File: config.mk
export PLATFORM = sky130hd
export DESIGN_NAME = mips_mc_ctrl
export DESIGN_NICKNAME = d
export VERILOG_FILES = /design/src/rtl/mips_pkg.sv /design/src/rtl/mips_decode.sv /design/src/rtl/mips_mc_ctrl.sv
export SDC_FILE = /design/constraint.sdc
export NUM_CORES = 1
export LEC_CHECK = 0
export CORE_MARGIN = 5
export CORE_UTILIZATION = 52
export CTS_CLUSTER_SIZE = 16
export DETAILED_ROUTE_END_ITERATION = 8
export DONT_BUFFER_PORTS = 1
export GPL_ROUTABILITY_DRIVEN = 0
export GPL_TIMING_DRIVEN = 0
export PLACE_DENSITY = 0.72
export SYNTH_ARGS = -nofsm -noshare
export SYNTH_HDL_FRONTEND = slang
export SYNTH_SLANG_ARGS = --single-unit
File: constraint.sdc
create_clock -name clk -period 5.9 [get_ports clk]
set_clock_uncertainty 0.2 [all_clocks]
set_input_delay 1.18 -clock clk [delete_from_list [all_inputs] [get_ports clk]]
set_output_delay 1.18 -clock clk [all_outputs]
set_load 0.01 [all_outputs]
File: src/rtl/mips_pkg.sv
// Shared constants, state encoding and instruction classes for the
// multi-cycle MIPS control unit.
package mips_pkg;

  localparam logic [1:0] ALU_ZERO = 2'd0;
  localparam logic [1:0] ALU_ADD  = 2'd1;
  localparam logic [1:0] ALU_SUB  = 2'd2;
  localparam logic [1:0] ALU_OR   = 2'd3;

  localparam logic [1:0] EXT_ZERO = 2'd0;
  localparam logic [1:0] EXT_SIGN = 2'd1;
  localparam logic [1:0] EXT_HI   = 2'd2;

  localparam logic [1:0] NPC_SEQ  = 2'd0;
  localparam logic [1:0] NPC_BR   = 2'd1;
  localparam logic [1:0] NPC_J    = 2'd2;

  localparam logic [5:0] OP_RTYPE = 6'b000000;
  localparam logic [5:0] OP_J     = 6'b000010;
  localparam logic [5:0] OP_BEQ   = 6'b000100;
  localparam logic [5:0] OP_ORI   = 6'b001101;
  localparam logic [5:0] OP_LUI   = 6'b001111;
  localparam logic [5:0] OP_LW    = 6'b100011;
  localparam logic [5:0] OP_SW    = 6'b101011;
  localparam logic [5:0] FN_ADDU  = 6'b100001;
  localparam logic [5:0] FN_SUBU  = 6'b100011;

  typedef enum logic [2:0] {
    S_RST    = 3'd0,
    S_FETCH  = 3'd1,
    S_DECODE = 3'd2,
    S_EXEC   = 3'd3,
    S_MEM    = 3'd4,
    S_WB     = 3'd5,
    S_ERR    = 3'd6
  } state_t;

  typedef enum logic [3:0] {
    C_RADD, C_RSUB, C_ORI, C_LUI, C_LW, C_SW, C_BEQ, C_J, C_NOP, C_ILL
  } iclass_t;

endpackage

File: src/rtl/mips_decode.sv
// Combinational instruction classifier: maps the IR word to the class the
// control FSM sequences on. The all-zero word is a nop, not an illegal R-type.
module mips_decode
  import mips_pkg::*;
(
  input  logic [31:0] instr,
  output iclass_t     cls
);

  logic [5:0] op, fn;
  assign op = instr[31:26];
  assign fn = instr[5:0];

  // opcode/funct lookup, nop checked first
  always_comb begin
    cls = C_ILL;
    if (instr == 32'd0) cls = C_NOP;
    else begin
      case (op)
        OP_RTYPE: begin
          if (fn == FN_ADDU)      cls = C_RADD;
          else if (fn == FN_SUBU) cls = C_RSUB;
          else                    cls = C_ILL;
        end
        OP_J:    cls = C_J;
        OP_BEQ:  cls = C_BEQ;
        OP_ORI:  cls = C_ORI;
        OP_LUI:  cls = C_LUI;
        OP_LW:   cls = C_LW;
        OP_SW:   cls = C_SW;
        default: cls = C_ILL;
      endcase
    end
  end

endmodule

File: src/rtl/mips_mc_ctrl.sv
// Multi-cycle MIPS control FSM: FETCH/DECODE/EXEC/MEM/WB sequencing, memory
// req/ack handshakes with a bounded wait counter, and datapath control decode.
module mips_mc_ctrl
  import mips_pkg::*;
#(
  parameter int MEM_WAIT_MAX = 15,
  parameter int CNT_W        = 4
) (
  input  logic        clk,
  input  logic        rst_n,
  input  logic [31:0] instr,
  input  logic        alu_zero,
  input  logic        imem_ack,
  input  logic        dmem_ack,
  output logic        imem_req,
  output logic        dmem_req,
  output logic        dmem_we,
  output logic        ir_we,
  output logic        pc_we,
  output logic [1:0]  npc_sel,
  output logic [1:0]  alu_op,
  output logic        alu_src_b,
  output logic [1:0]  ext_op,
  output logic        reg_we,
  output logic        reg_dst,
  output logic        wd_sel,
  output logic        err,
  output logic [2:0]  state
);

  localparam logic [CNT_W-1:0] WAIT_LIM = CNT_W'(MEM_WAIT_MAX);

  state_t           state_q;
  logic [CNT_W-1:0] cnt;
  iclass_t          cls;

  mips_decode u_dec (.instr(instr), .cls(cls));

  // next-state sequencing; cnt restarts on every FETCH/MEM entry and on ack
  always_ff @(posedge clk or negedge rst_n) begin
    if (!rst_n) begin
      state_q <= S_RST;
      cnt     <= '0;
    end else begin
      case (state_q)
        S_RST: begin
          state_q <= S_FETCH;
          cnt     <= '0;
        end
        S_FETCH: begin
          if (imem_ack) begin
            state_q <= S_DECODE;
            cnt     <= '0;
          end else if (cnt == WAIT_LIM) state_q <= S_ERR;
          else cnt <= cnt + 1'b1;
        end
        S_DECODE: begin
          cnt <= '0;
          case (cls)
            C_NOP, C_J: state_q <= S_FETCH;
            C_ILL:      state_q <= S_ERR;
            default:    state_q <= S_EXEC;
          endcase
        end
        S_EXEC: begin
          cnt <= '0;
          case (cls)
            C_LW, C_SW: state_q <= S_MEM;
            C_BEQ:      state_q <= S_FETCH;
            default:    state_q <= S_WB;
          endcase
        end
        S_MEM: begin
          if (dmem_ack) begin
            state_q <= (cls == C_LW) ? S_WB : S_FETCH;
            cnt     <= '0;
          end else if (cnt == WAIT_LIM) state_q <= S_ERR;
          else cnt <= cnt + 1'b1;
        end
        S_WB: begin
          state_q <= S_FETCH;
          cnt     <= '0;
        end
        S_ERR:   state_q <= S_ERR;
        default: state_q <= S_ERR;
      endcase
    end
  end

  // datapath controls from state and class; fetch enables qualified by ack
  always_comb begin
    imem_req  = 1'b0;
    dmem_req  = 1'b0;
    dmem_we   = 1'b0;
    ir_we     = 1'b0;
    pc_we     = 1'b0;
    npc_sel   = NPC_SEQ;
    alu_op    = ALU_ZERO;
    alu_src_b = 1'b0;
    ext_op    = EXT_ZERO;
    reg_we    = 1'b0;
    reg_dst   = 1'b0;
    wd_sel    = 1'b0;
    err       = 1'b0;
    case (state_q)
      S_FETCH: begin
        imem_req = 1'b1;
        ir_we    = imem_ack;
        pc_we    = imem_ack;
      end
      S_DECODE: begin
        if (cls == C_J) begin
          pc_we   = 1'b1;
          npc_sel = NPC_J;
        end
      end
      S_EXEC: begin
        case (cls)
          C_RADD: alu_op = ALU_ADD;
          C_RSUB: alu_op = ALU_SUB;
          C_ORI: begin
            alu_op = ALU_OR; alu_src_b = 1'b1; ext_op = EXT_ZERO;
          end
          C_LUI: begin
            alu_op = ALU_ADD; alu_src_b = 1'b1; ext_op = EXT_HI;
          end
          C_LW, C_SW: begin
            alu_op = ALU_ADD; alu_src_b = 1'b1; ext_op = EXT_SIGN;
          end
          C_BEQ: begin
            alu_op = ALU_SUB;
            if (alu_zero) begin
              pc_we   = 1'b1;
              npc_sel = NPC_BR;
            end
          end
          default: ;
        endcase
      end
      S_MEM: begin
        dmem_req = 1'b1;
        dmem_we  = (cls == C_SW);
      end
      S_WB: begin
        reg_we  = 1'b1;
        reg_dst = (cls == C_RADD) || (cls == C_RSUB);
        wd_sel  = (cls == C_LW);
      end
      S_ERR:   err = 1'b1;
      default: ;
    endcase
  end

  assign state = state_q;

endmodule

## Yosys cells after proc, flatten, opt, wreduce, memory -nomap -nowiden

Cells that the tools add are included.

- Register bits: 7
- Logic and storage cells: 77
- Bits of input ports: 37

- Add/subtract/negate cells: 1
- Equality and inequality tests: 24
- Muxes and demuxes: 37
- Reduce and logical (&&, ||, !) cells: 13

Operators by type and width:

| kind | count |
|---|---|
| $logic_not 32->1 | 1 |
| $pmux 4 s7 | 1 |
| $eq 6x6->1 const B | 4 |
| $mux 4 | 6 |
| $eq 4x3->1 const B | 4 |
| $mux 1 | 15 |
| $pmux 3 s5 | 1 |
| $eq 4x4->1 const B | 3 |
| $eq 6x4->1 const B | 2 |
| $mux 3 | 4 |
| $pmux 3 s2 | 2 |
| $pmux 4 s3 | 1 |
| $reduce_or 4->1 | 3 |
| $eq 3x3->1 const B | 3 |
| $eq 4x2->1 const B | 2 |
| $pmux 2 s2 | 2 |
| $reduce_or 2->1 | 4 |
| $eq 3x2->1 const B | 2 |
| $eq 6x2->1 const B | 1 |
| $eq 6x3->1 const B | 1 |
| $logic_not 6->1 | 1 |
| $mux 2 | 3 |
| $pmux 2 s3 | 1 |
| $add 4x1->4 const B | 1 |
| other kinds (7) | 7 |

## Longest topological paths before layout

Gate-level depths: netlist of the first run.

- Word-level depth: 9
- Depth in mapped cells: 7
- Mapped depth without buffers: 6

## Cells and area by module

From an unflattened synthesis of the first run, not the netlist that was laid out.

- Cell total of the unflattened synthesis: 118
- Area total of the unflattened synthesis: 960.9 um2

Modules (own cells, without submodules):

| module | area an instance (um2) | cells an instance | times used |
|---|---|---|---|
| mips_mc_ctrl | 757.0 | 87 | 1 |
| mips_decode | 203.9 | 31 | 1 |

## Worst setup path before layout of the first run

OpenSTA, ideal clock, no wires.

- Path type: input to output
- Start: input instr[26]
- End: output alu_op[1]
- Stages on the path: 7
- Path buffers: 1
- Path slack: 2.029 ns
- Data required time: 4.520 ns
- Arrival time: 2.491 ns
- Cell sequence: buf_6 -> or4_4 -> o211ai_2 -> o2bb2ai_2 -> o211ai_2 -> a21o_1 -> a21oi_2

- Longest elaborated chain between the ends: 7
- Elaborated cells on any way between the ends: 21
- Those cells by class: 12 x eq/ne; 4 x mux; 5 x reduce/logical

RTL lines:

| what | RTL line | text |
|---|---|---|
| start: declaration | mips_mc_ctrl.sv:11 | `input logic [31:0] instr,` |
| $eq 6x6->1 (tied with other cells) | mips_decode.sv:19 | `case (op)` |
| $pmux 4 s7 | mips_decode.sv:19 |  |
| $mux 4 * | mips_decode.sv:17 | `if (instr == 32'd0) cls = C_NOP;` |
| $eq 4x3->1 (tied with other cells) | mips_mc_ctrl.sv:118 | `case (cls)` |
| $reduce_or 4->1 (no line) / $reduce_or 2->1 (equally long branches) | -- |  |
| $pmux 2 s3 * | mips_mc_ctrl.sv:118 |  |
| $mux 2 * | mips_mc_ctrl.sv:105 | `case (state_q)` |
| end: declaration | mips_mc_ctrl.sv:21 | `output logic [1:0] alu_op,` |

Mark *: on every way between the ends. The rest lies on a longest branch, timed or not.

## Worst setup path in the final report of the first run

- Start: input instr[31]
- End: output alu_op[0]

The elaborated chain is that of the path after synthesis.

==> impl_metrics.env, run 1 <==
export IMPL_slew_limit_headroom_pct=59.6
export IMPL_synth_area_leaders="dfrtp_1 (20%), o21ai_0 (5.6%), and3_1 (4.9%), nand3_1 (4.5%), nor2_1 (4.2%)"
export IMPL_reg2reg_from="state[0]$_DFF_PN0_"
export IMPL_synth_fp_nets=161
export IMPL_rsz0062_at_grt="no"
export IMPL_tritoncts="done"
export IMPL_worst_ep_arrival_time_ns=2.66
export IMPL_die_x_um=51.5
export IMPL_synth_distinct_cells=41
export IMPL_cts_num_sinks=7
export IMPL_drive_gt1_share_pct=14.2
export IMPL_reg2reg_depth=6
export IMPL_synth_top_area_share_pct=19.6
export IMPL_fin_crit_sh_pct=68.5
export IMPL_pwr_share_seq_pct=32.6
export IMPL_synth_common_cells="nor2_1 (10), o21ai_0 (10), inv_1 (8), nand3_1 (8)"
export IMPL_dp_cells=140
export IMPL_combinationalPowerShare_pct=50.7
export IMPL_cts_buffers=3
export IMPL_p_sw_share_pct=48.2
export IMPL_place_ws_ns=1.88
export IMPL_dieArea_mm2=0.00265
export IMPL_ir_drop_uv=226
export IMPL_yosysTopAreaCell="dfrtp_1"
export IMPL_root_buffer="clkbuf_4"
export IMPL_drt_total_wl_um=2440
export IMPL_hp_start="cnt[0]$_DFFE_PN0P_"
export IMPL_whs_ns=0.338
export IMPL_dp_hpwl_um=2010
export IMPL_grt_pass1_vias=960
export IMPL_ys_flop_type="dfrtp_1"
export IMPL_grt_pass1_wl_um=4170
export IMPL_whs_path_depth=1
export IMPL_avgSynthCellArea_um2=7.26
export IMPL_clkPwrFrac_pct=16.7
export IMPL_stdcell_count=144
export IMPL_postCtsHoldBufs=0
export IMPL_regToRegSetupSlack_ns=3.70
export IMPL_area_growth_pct=5.32
export IMPL_setup_viol=0
export IMPL_synthArstFlopShare_pct=100
export IMPL_htree_num_levels=1
export IMPL_min_to="cnt[0]$_DFFE_PN0P_"
export IMPL_syn_inst=123
export IMPL_criticalPathCategory="in2out"
export IMPL_holdCritPathClass="reg2reg"
export IMPL_nFillCells=175
export IMPL_initial_utilization_pct=53.5
export IMPL_maxCapViolations=0
export IMPL_regArea_um2=175
export IMPL_power_leakage_nw=0.385
export IMPL_start_kind="primary input"
export IMPL_total_power_mw=0.259
export IMPL_track_usage_pct=20.2
export IMPL_required_ns=4.52
export IMPL_worstMarginPinSlew_ns=0.602
export IMPL_antenna_found_initial=0
export IMPL_cts_buffer_depth=2
export IMPL_gr_total_overflow=0
export IMPL_io_buffers=0
export IMPL_status="complete, no violations"
export IMPL_pin_count=56
export IMPL_critPathMaxFanout=10
export IMPL_clk_latency_ns=0.25
export IMPL_grt_max_degree=11
export IMPL_synth_edff_count=0
export IMPL_clk_pin_slew_ns=0.05
export IMPL_dr_pass1_iters=4
export IMPL_powerDensity_mw_per_mm2=275
export IMPL_core_mm2=0.00167
export IMPL_antenna_cells=0
export IMPL_synth_seq_cells=7
export IMPL_post_cts_buffers=0
export IMPL_p_int_mw=0.134
export IMPL_switchingPower_mw=0.125
export IMPL_drcViolationCount=0
export IMPL_fin_tns_setup_ns=0
export IMPL_r2r_end="cnt[1]$_DFFE_PN0P_"
export IMPL_wl_per_cell_um=16.9
export IMPL_worst_slack_ns=1.86
export IMPL_max_freq_mhz=247
export IMPL_ys_warnings_count=0
export IMPL_vias_per_cell=6.80
export IMPL_slew_violations=0
export IMPL_critPathCaptureType="output port"
export IMPL_ant_nets=0
export IMPL_num_vias=979
export IMPL_ys_seq_area_share_pct=19.6
export IMPL_drtIter0Drc=36
export IMPL_hold_viol=0
export IMPL_die_h_um=51.5
export IMPL_netlist_area_um2=893
export IMPL_rows=15
export IMPL_min_period_ns=4.04
export IMPL_post_cts_resized=0
export IMPL_multiInputGateArea_um2=652
export IMPL_nets=166
==> through the flow <==
step | cell area, µm² | util [%]
after floorplan | 893 | -
after global placement | 915 | 54.8
after detailed placement | 915 | 54.8
after CTS | 941 | 56.3
after global routing | 941 | 56.3
final | 941 | 56.3
==> power groups by stage <==
| stage | Clock (mW) | Sequential [mW] | Combinational, mW |
|---|---|---|---|
| final | 0.0431 | 0.0844 | 0.131 |
| after global routing | 0.0485 | 0.0865 | 0.151 |
| after CTS | 0.0442 | 0.0846 | 0.132 |
| after detailed placement | 0 | 0.0853 | 0.131 |
| after global placement | 0 | 0.0850 | 0.127 |
| after floorplan | 0 | 0.0808 | 0.107 |
==> cell usage in the layout, fill, tap and decap left out, types with 3 or more instances in the layout <==
cell type and count:
and3_1 7, inv_1 8, nand3_1 8, nor2_1 10
nor4_1 6, dfrtp_1 7, o21ai_0 10, a21oi_1 6
or3_1 6, nor3_1 6, clkbuf_4 3, nand3b_1 4
nand2_1 7
==> worst max-delay path, cell delays in order <==
cell      delay [ns]
buf_2           0.16
nor3_1          0.23
nand3b_1        0.20
or3_1           0.44
o211ai_2        0.11
a31oi_1         0.13
nor2_1          0.21
==> logic make-up (layout without fill, tap and decap cells) <==
kind of cell               Yosys count  count (layout)  share of synthesized area, %
buffers and inverters               13              17                          7.42
muxes                                1               1                          1.12
DFF                                  7               7                          19.6
AOI/OAI and AO/OA                   32              32                          25.6
adders and majority gates            1               1                          1.40
xor gates and xnor gates             1               1                         0.981
and+or+nand+nor                     68              68                          43.8
==> worst max-delay path by stage <==
stage               cells after the start  startpoint   endpoint
finish                                  7   instr[31]  alu_op[0]
global route                            7   instr[31]  alu_op[0]
CTS                                     7   instr[31]  alu_op[0]
detailed placement                      7   instr[31]  alu_op[0]
global placement                        7   instr[31]  alu_op[0]
floorplan                               7   instr[26]  alu_op[1]
==> sequential cells by signal, summed over array words and instances, names as in the netlist <==
| name | cells |
|---|---|
| state | 3 |
| cnt | 4 |
==> routing by layer <==
layer  track usage (%)  wire, µm  vias to the layer above
met4              3.49         0                        0
met2              33.9      1120                       63
met3              5.54       242                        0
met1              26.0      1080                      444
met5                 0         0                        -
li1                  -         -                      472
==> area by class of cell <==
class,instances,share of cell area (%)
clock buffers,4,2.79
plain buffers,5,3.86
inverters,8,3.19
flip-flops and latches,7,18.6
multi-input cells,103,69.3
well taps,17,2.26
Note: power is estimated with default switching activity, not from simulation.
==> run 2, diff against run 1 <==
==> constraint.sdc (replaced) <==
create_clock -name clk -period 3.95 [get_ports clk]
set_clock_uncertainty 0.2 [all_clocks]
set_input_delay 0.79 -clock clk [delete_from_list [all_inputs] [get_ports clk]]
set_output_delay 0.79 -clock clk [all_outputs]
set_load 0.01 [all_outputs]
==> results of run 2 <==
Same layout as run 1 (identical final DEF). Status: complete, no violations.
Main changes from that run: setup slack after placement 1.88 ns -> 0.707 ns; setup slack after layout 1.86 ns -> 0.687 ns; hold slack 0.338 ns -> 0.0291 ns; register-to-register setup slack 3.70 ns -> 1.75 ns; total power 0.259 mW -> 0.386 mW; worst IR drop on VDD 226 µV -> 338 µV
==> run 3, diff against run 2 <==
==> constraint.sdc (replaced) <==
create_clock -name clk -period 3.2 [get_ports clk]
set_clock_uncertainty 0.2 [all_clocks]
set_input_delay 0.64 -clock clk [delete_from_list [all_inputs] [get_ports clk]]
set_output_delay 0.64 -clock clk [all_outputs]
set_load 0.01 [all_outputs]
==> run 3 against run 2 <==
Global-route usage increased by 0.061 points. Non-clock buffer count increased by 1. Hold slack improved by 0.31 ns. Count of clock-buffer cells in the layout unchanged. Highest routed layer unchanged. Largest cell class unchanged.
==> impl_metrics.env, run 3 (synthesis gave the netlist of run 1 again) <==
export IMPL_status="complete, no violations"
export IMPL_cts_num_sinks=7
export IMPL_hold_viol=0
export IMPL_clk_latency_ns=0.25
export IMPL_rsz0062_at_grt="no"
export IMPL_cts_buffer_depth=2
export IMPL_cts_buffers=3
export IMPL_slew_limit_headroom_pct=59.5
export IMPL_post_cts_buffers=0
export IMPL_fin_area_um2=951
export IMPL_drtIter0Drc=36
export IMPL_tritoncts="done"
export IMPL_nets=167
export IMPL_antenna_cells=0
export IMPL_core_mm2=0.00167
export IMPL_die_x_um=51.5
export IMPL_power_leakage_nw=0.389
export IMPL_maxCapViolations=0
export IMPL_io_buffers=0
export IMPL_worst_ep_arrival_time_ns=2.12
export IMPL_total_power_mw=0.480
export IMPL_stdcell_count=145
export IMPL_min_period_ns=2.96
export IMPL_critPathCaptureType="output port"
export IMPL_top_register="cnt"
export IMPL_criticalPathCategory="in2out"
export IMPL_die_h_um=51.5
export IMPL_slew_violations=0
export IMPL_max_freq_mhz=337
export IMPL_rows=15
export IMPL_ir_drop_uv=422
export IMPL_start_kind="primary input"
export IMPL_vias_per_cell=6.76
export IMPL_antenna_found_initial=0
export IMPL_grt_pass1_wl_um=4200
export IMPL_initial_utilization_pct=53.5
export IMPL_clk_pin_slew_ns=0.05
export IMPL_fin_crit_sh_pct=92.6
export IMPL_num_vias=980
export IMPL_whs_ns=0.340
export IMPL_grt_pass1_vias=966
export IMPL_track_usage_pct=20.3
export IMPL_dp_hpwl_um=2010
export IMPL_gr_total_overflow=0
export IMPL_critPathMaxFanout=10
export IMPL_wl_per_cell_um=16.9
export IMPL_htree_num_levels=1
export IMPL_layout_common_cells="nor2_1 (10), o21ai_0 (10), inv_1 (8), nand3_1 (8)"
export IMPL_setup_viol=0
export IMPL_required_ns=2.36
export IMPL_pin_count=56
export IMPL_dp_cells=140
export IMPL_worstMarginPinSlew_ns=0.602
export IMPL_drt_total_wl_um=2450
export IMPL_largest_reg_flops=4
export IMPL_area_growth_pct=6.44
export IMPL_dr_pass1_iters=4
export IMPL_drcViolationCount=0
export IMPL_grt_max_degree=11
export IMPL_root_buffer="clkbuf_4"
export IMPL_ant_nets=0
export IMPL_holdCritPathClass="reg2reg"
export IMPL_dieArea_mm2=0.00265
export IMPL_powerDensity_mw_per_mm2=505
export IMPL_fin_tns_setup_ns=0
export IMPL_dpl_cell_area_um2=915
export IMPL_drive_gt1_share_pct=14.1
[run 3: final cells by class]
| class | instances | area, µm² |
|---|---|---|
| Tap cell | 17 | 21.3 |
| Multi-Input combinational cell | 103 | 652 |
| Fill cell | 174 | 719 |
| Sequential cell | 7 | 175 |
| Clock buffer | 4 | 26.3 |
| Buffer | 5 | 36.3 |
| Inverter | 8 | 30.0 |
| Timing Repair Buffer | 1 | 10.0 |
[run 3: power by group]
group	switching [mW]	internal, mW	total (mW)
combinational	0.159	0.0860	0.245
clock	0.0320	0.0476	0.0796
sequential	0.0415	0.114	0.156
total	0.233	0.248	0.480
[run 3: per-layer routing]
metal / vias up / GRT usage (%) / share of wire [%]
li1: 475 / - / -
met1: 446 / 26.2 / 44
met2: 59 / 33.9 / 46
met3: 0 / 5.54 / 9.7
met4: 0 / 3.49 / 0
met5: - / 0 / 0
[run 3: worst max-delay path: stages]
cell	delay (ns)
buf_2	0.16
nor3_1	0.23
nand3b_1	0.20
or3_1	0.44
o211ai_2	0.11
a31oi_1	0.13
nor2_1	0.21
[run 3: final timing paths]
check                      cells past startpoint                 end               start  slack [ns]
setup / recovery                               7           alu_op[0]           instr[31]        0.24
hold / removal                                 1  cnt[0]$_DFFE_PN0P_  cnt[0]$_DFFE_PN0P_        0.34
setup reg to reg                               6  cnt[1]$_DFFE_PN0P_  state[0]$_DFF_PN0_        0.99
hold reg to reg                                1  cnt[0]$_DFFE_PN0P_  cnt[0]$_DFFE_PN0P_        0.34
max in group asynchronous                      1  cnt[3]$_DFFE_PN0P_               rst_n        2.03
min in group asynchronous                      1  state[0]$_DFF_PN0_               rst_n        0.52
[run 3: repair_timing]
item / in CTS / in global routing
resized for setup: 0 / 0
hold buffers: 1 / 0
hold endpoints to repair: 7 / 0
[run 3: through the flow]
stage / util [%] / worst slack (ns)
5_1_grt: 56.9 / 0.126
3_5_place_dp: 54.8 / 0.257
4_1_cts: 56.9 / 0.253
3_3_place_gp: 54.8 / 0.318
2_1_floorplan: - / 0.409
6_report: 56.9 / 0.236
